File: src/rtl/arb_pkg.sv
// rtl/arb_pkg.sv - shared sizes and state type for the 16-way round-robin arbiter
package arb_pkg;
  localparam int N_REQ = 16;
  localparam int IDX_W = 4;
  localparam int CNT_W = 8;

  typedef enum logic {IDLE, BUSY} arb_state_t;
endpackage

File: src/rtl/onehot_encoder_16to4.sv
// rtl/onehot_encoder_16to4.sv - one-hot to binary index, zero for any non-one-hot input
module onehot_encoder_16to4
  import arb_pkg::*;
(
  input  logic [N_REQ-1:0] onehot,
  output logic [IDX_W-1:0] idx
);

  logic [IDX_W-1:0] idx_or;
  logic             is_onehot;

  always_comb begin
    idx_or = '0;
    for (int i = 0; i < N_REQ; i++) begin
      if (onehot[i]) idx_or = idx_or | IDX_W'(i);
    end
    is_onehot = (onehot != '0) && ((onehot & (onehot - N_REQ'(1))) == '0);
    idx       = is_onehot ? idx_or : '0;
  end

endmodule

File: src/rtl/round_robin_arbiter_16.sv
// rtl/round_robin_arbiter_16.sv - 16-requester round-robin arbiter with registered one-hot grant and hold limit
module round_robin_arbiter_16
  import arb_pkg::*;
#(
  parameter int MAX_HOLD = 16
) (
  input  logic             clk,
  input  logic             rst,
  input  logic             en,
  input  logic [N_REQ-1:0] req,
  input  logic             done,
  output logic [N_REQ-1:0] gnt,
  output logic [IDX_W-1:0] gnt_idx,
  output logic             busy,
  output logic             timeout
);

  localparam logic [CNT_W-1:0] HOLD_LAST = CNT_W'(MAX_HOLD - 1);

  arb_state_t       state, state_d;
  logic [IDX_W-1:0] ptr, ptr_d;
  logic [CNT_W-1:0] hold_cnt, cnt_d;
  logic [N_REQ-1:0] gnt_d;
  logic [IDX_W-1:0] idx_d;
  logic             busy_d, tmo_d;

  logic [N_REQ-1:0] req_rot, first_rot, sel;
  logic [IDX_W-1:0] sel_idx;
  logic             release_now;

  // Rotate so ptr lands on bit 0, isolate the lowest set bit, rotate back.
  always_comb begin
    req_rot = '0;
    sel     = '0;
    for (int i = 0; i < N_REQ; i++) begin
      req_rot[i] = req[IDX_W'(i) + ptr];
    end
    first_rot = req_rot & (~req_rot + N_REQ'(1));
    for (int i = 0; i < N_REQ; i++) begin
      sel[IDX_W'(i) + ptr] = first_rot[i];
    end
  end

  onehot_encoder_16to4 u_enc (
    .onehot (sel),
    .idx    (sel_idx)
  );

  always_comb begin
    state_d     = state;
    gnt_d       = gnt;
    idx_d       = gnt_idx;
    busy_d      = busy;
    tmo_d       = 1'b0;
    ptr_d       = ptr;
    cnt_d       = hold_cnt;
    release_now = 1'b0;

    case (state)
      IDLE: begin
        if (en && (req != '0)) begin
          gnt_d   = sel;
          idx_d   = sel_idx;
          busy_d  = 1'b1;
          cnt_d   = '0;
          state_d = BUSY;
        end
      end
      BUSY: begin
        // Owner-driven release outranks the hold limit on the same cycle.
        if (!en || done || !req[gnt_idx]) begin
          release_now = 1'b1;
        end else if ((MAX_HOLD != 0) && (hold_cnt == HOLD_LAST)) begin
          release_now = 1'b1;
          tmo_d       = 1'b1;
        end else begin
          cnt_d = hold_cnt + CNT_W'(1);
        end
      end
      default: state_d = IDLE;
    endcase

    if (release_now) begin
      gnt_d   = '0;
      busy_d  = 1'b0;
      state_d = IDLE;
      ptr_d   = gnt_idx + IDX_W'(1);
    end
  end

  always_ff @(posedge clk or posedge rst) begin
    if (rst) begin
      state    <= IDLE;
      gnt      <= '0;
      gnt_idx  <= '0;
      busy     <= 1'b0;
      timeout  <= 1'b0;
      ptr      <= '0;
      hold_cnt <= '0;
    end else begin
      state    <= state_d;
      gnt      <= gnt_d;
      gnt_idx  <= idx_d;
      busy     <= busy_d;
      timeout  <= tmo_d;
      ptr      <= ptr_d;
      hold_cnt <= cnt_d;
    end
  end

endmodule

File: config.mk
export PLATFORM = sky130hd
export DESIGN_NAME = round_robin_arbiter_16
export DESIGN_NICKNAME = d
export VERILOG_FILES = /design/src/rtl/arb_pkg.sv /design/src/rtl/onehot_encoder_16to4.sv /design/src/rtl/round_robin_arbiter_16.sv
export SDC_FILE = /design/constraint.sdc
export NUM_CORES = 1
export LEC_CHECK = 0
export ABC_CLOCK_PERIOD_IN_PS = 4450
export CAP_MARGIN = 25
export CORE_MARGIN = 3
export CORE_UTILIZATION = 25
export DETAILED_ROUTE_END_ITERATION = 12
export PLACE_DENSITY = 0.42
export SYNTH_ARGS = -nofsm -noshare
export SYNTH_HDL_FRONTEND = slang
export SYNTH_SLANG_ARGS = --single-unit
File: constraint.sdc
create_clock -name clk -period 4.45 [get_ports clk]
set_clock_uncertainty 0.2 [all_clocks]
set_input_delay 0.6675 -clock clk [delete_from_list [all_inputs] [get_ports clk]]
set_output_delay 0.6675 -clock clk [all_outputs]
set_load 0.005 [all_outputs]
==> metrics.md <==
| Metric | Value |
|---|---|
| Critical Path Start | `ptr[1]$_DFFE_PP0P_` |
| CTS tree | `done` |
| RR Endpoint | `gnt_idx[0]$_DFFE_PP0P_` |
| Worst EP required | `4400 ps` |
| CP Capture Type | `flop` |
| Slew Viols, Final | `0` |
| Setup TNS | `-2060 ps` |
| # DRC | `0` |
| Count leader, synth | `nand2_1` |
| I/O Pins | `42` |
| Worst reg2reg startpoint | `ptr[1]$_DFFE_PP0P_` |
| Die Y | `about 180 µm` |
| Status | `complete, but fails checks` |
| Worst Hold Depth | `1` |
| Clk slew on worst S/H paths | `approximately 60 ps` |
| Clock root buffer | `clkbuf_16` |
| Total number of vias | `about 12000` |
| Starting density of the core | `0.258` |
| Kind of critical path | `flop to flop` |
| Placed Cells | `1851` |
| Initial antenna violation count | `1` |
| Max clock buf depth | `2` |
| Area leader, netlist | `dfrtp_1` |
| Setup crit end | `gnt_idx[0]$_DFFE_PP0P_` |
| Slowest-stage cell, CP | `mux4_2` |
| Vias/cell | `slightly above 6` |
| Top-area cell type share of the netlist area | `0.113` |
| Distinct cell type count after synthesis | `97` |
| Highest Clock Rate | `0.201 GHz` |
| Met3 usage | `0.0602` |
| Ys async rst share | `1.00` |
| Ant. Diodes | `0` |
| Core Footprint | `~30000 µm²` |
| Fin crit period | `about 5000 ps` |
| Worst reg2reg path depth | `21` |
| CP most frequent cell | `buf_6` |
| Least-Margin Pin Slew | `891 ps` |
| GRT busiest layer | `met2` |
| Synth top area cells | `dfrtp_1 (11%), nand2_1 (8.2%), mux4_2 (7.8%)` |
| Routed WL | `between 50000 and 60000 µm` |
| Reg2Reg Setup Slack | `-540 ps` |
| Avg WL per Cell | `28.0 µm` |
| CP bufs+invs | `8` |
| Fin util | `0.411` |
| Fin cells | `~1900` |
| Number of routed nets with antenna violations | `0` |
| Post-synth EDFFs | `0` |
| Die Width | `182 µm` |
| Failing checks | `negative setup slack` |
| CP Depth | `21` |
| CP cell instances | `clkinvlp_4 > ha_4 > buf_8 > buf_6 > mux4_2 > mux4_2 > buf_6 > nor4_4 > buf_6 > nand4_1 > buf_4 > buf_6 > o22ai_2 > a211oi_2 > a22oi_2 > buf_4 > nor2_4 > nand4_4 > nor4_4 > nor4_4 > o41ai_1` |
| Clk_lat worst skew | `between 200 and 300 ps` |
| Gpl congestion | `approximately 1.1` |
| Period Utilization, post-route | `1.12` |
| Syn. warnings | `0` |
| Port Buffers | `41` |
| Unrepaired setup endpoints after global routing | `yes` |
| Worst setup margin | `-536 ps` |
| Crit path DAT | `between 4000 and 5000 ps` |
| Final Hold Vio Count | `0` |
| Syn Area/Cell | `6.99 µm²` |
| Share of layout cells above drive strength 1 | `0.387` |
| Hold WC Path Type | `flop to flop` |
| Synthesized area | `between 7000 and 8000 µm²` |
| Nets | `approximately 1500` |
| Sequential fraction of the synthesis area | `0.113` |
| Global routing met2 resource utilization | `0.471` |
| CTS Hold Bufs | `0` |
| Max-slew headroom | `0.401` |
| Detail Placement HPWL | `approximately 42000 µm` |
| Clk sinks | `35` |
| First DRT Iteration DRCs | `roughly 1500` |
| Syn Inst Count | `~1100` |
| Vias in the first global route | `roughly 11000` |
| Synthesized flop and latch total | `35` |
| Crit-path max FO | `7` |
| Met1 GRT Util | `0.402` |
| All-Layer GR Usage | `0.307` |
| Critical Path Max Stage Delay | `roughly 570 ps` |
| H-tree Lvls | `2` |
| CP top delay family | `buffers and inverters` |
| Pre-Repair DR Iteration Count | `6` |
| Critical path startpoint category | `flop` |
| Max Cap Viol | `0` |
| Synth top cells by count | `nand2_1 (170), nor2_1 (127), nand3_1 (82)` |
| P&R area growth vs syn | `59.7%` |
| Largest net degree at the start of global routing | `37` |
| Die area | `33200 µm²` |
| Ys flop type | `dfrtp_1` |
| Syn Nets | `1146` |
| Final setup viols | `4` |
| Total congestion overflow | `0` |
| First-pass GRT wire length | `76300 µm` |
| Row Count | `63` |
| TritonCTS Buffers | `5` |
[worst min path at each step]
stage | start | endpoint | slack (ps)
2_1_floorplan | hold_cnt[3]$_DFFE_PP0P_ | hold_cnt[3]$_DFFE_PP0P_ | 260
3_3_place_gp | hold_cnt[3]$_DFFE_PP0P_ | hold_cnt[3]$_DFFE_PP0P_ | 290
3_5_place_dp | hold_cnt[3]$_DFFE_PP0P_ | hold_cnt[3]$_DFFE_PP0P_ | 300
4_1_cts | hold_cnt[0]$_DFFE_PP0P_ | hold_cnt[0]$_DFFE_PP0P_ | 310
5_1_grt | hold_cnt[0]$_DFFE_PP0P_ | hold_cnt[0]$_DFFE_PP0P_ | 350
6_report | hold_cnt[0]$_DFFE_PP0P_ | hold_cnt[0]$_DFFE_PP0P_ | 310
[per-stage QoR]
| stage | setup WS (ps) | area, µm² | hold WS, ps |
|---|---|---|---|
| 2_1_floorplan | -285 | 7850 | 263 |
| 3_5_place_dp | -1190 | 11400 | 301 |
| 5_1_grt | -687 | 12400 | 348 |
| 6_report | -536 | 12400 | 309 |
| 4_1_cts | -436 | 12100 | 311 |
| 3_3_place_gp | -1190 | 11400 | 293 |
[cells in the final DEF (no fill, tap or decap), drive strengths merged, types with 8 or more instances in the layout]
cell           count
nand4             22
a21oi             40
nand2            171
and2              17
xnor2             13
o31ai             11
mux2              10
xor2               9
o2111ai            8
ha                17
dlygate4sd2       16
mux4              31
nor2             131
buf              413
mux2i             29
dfrtp             35
inv               13
nor3              52
nand3             82
o21ai             73
clkdlybuf4s50     25
o22ai             30
a31oi             20
nor4              34
a211oi            17
and3              11
o211ai            20
nand2b            11
[what timing repair did]
action | in CTS | in global routing
pin swaps | 33 | 23
gates cloned | 1 | 0
setup endpoints to repair | 19 | 19
gates resized for setup | 99 | 52
buffers inserted | 27 | 6
[kinds of logic (layout without fill, tap and decap cells)]
kind of cell / Yosys count / in the layout / synth area share
simple gates: 566 / 567 / 0.360
compound gates: 313 / 313 / 0.277
buf+inv: 86 / 477 / 0.0491
mux: 70 / 70 / 0.147
flops: 35 / 35 / 0.113
xor+xnor: 22 / 22 / 0.0258
fa+ha+maj: 17 / 17 / 0.0274
[sequential cells by signal (all words and copies together) (netlist names)]
name / count
gnt: 16
timeout: 1
hold_cnt: 8
gnt_idx: 4
busy: 1
ptr: 4
state: 1
[worst reg2reg max path, cell delays in order, from the launching register on]
cell	delay (ps)
dfrtp_2	410
clkinvlp_4	120
ha_4	350
buf_8	160
buf_6	100
mux4_2	380
mux4_2	580
buf_6	160
nor4_4	140
buf_6	170
nand4_1	310
buf_4	270
buf_6	120
o22ai_2	140
a211oi_2	70
a22oi_2	140
buf_4	170
nor2_4	50
nand4_4	180
nor4_4	80
nor4_4	430
o41ai_1	130
[layer usage]
| metal | vias up | wire length (µm) |
|---|---|---|
| met2 | 805 | 22600 |
| met4 | 2 | 4060 |
| met5 | - | 13 |
| met1 | 5585 | 20900 |
| li1 | 5072 | - |
| met3 | 223 | 5460 |
[area by class of cell]
| class | instances | area (µm²) |
|---|---|---|
| clock buffer | 6 | 129 |
| clock inverter | 2 | 37.5 |
| fill | 3177 | 17700 |
| inverter | 15 | 62.6 |
| multi-input combinational | 989 | 7050 |
| sequential | 35 | 878 |
| tap | 390 | 488 |
| timing repair buffer | 454 | 3730 |
Power is left out: the tool's default activity adds up to more than one toggle a clock period on the data nets, which glitch-free logic cannot reach.
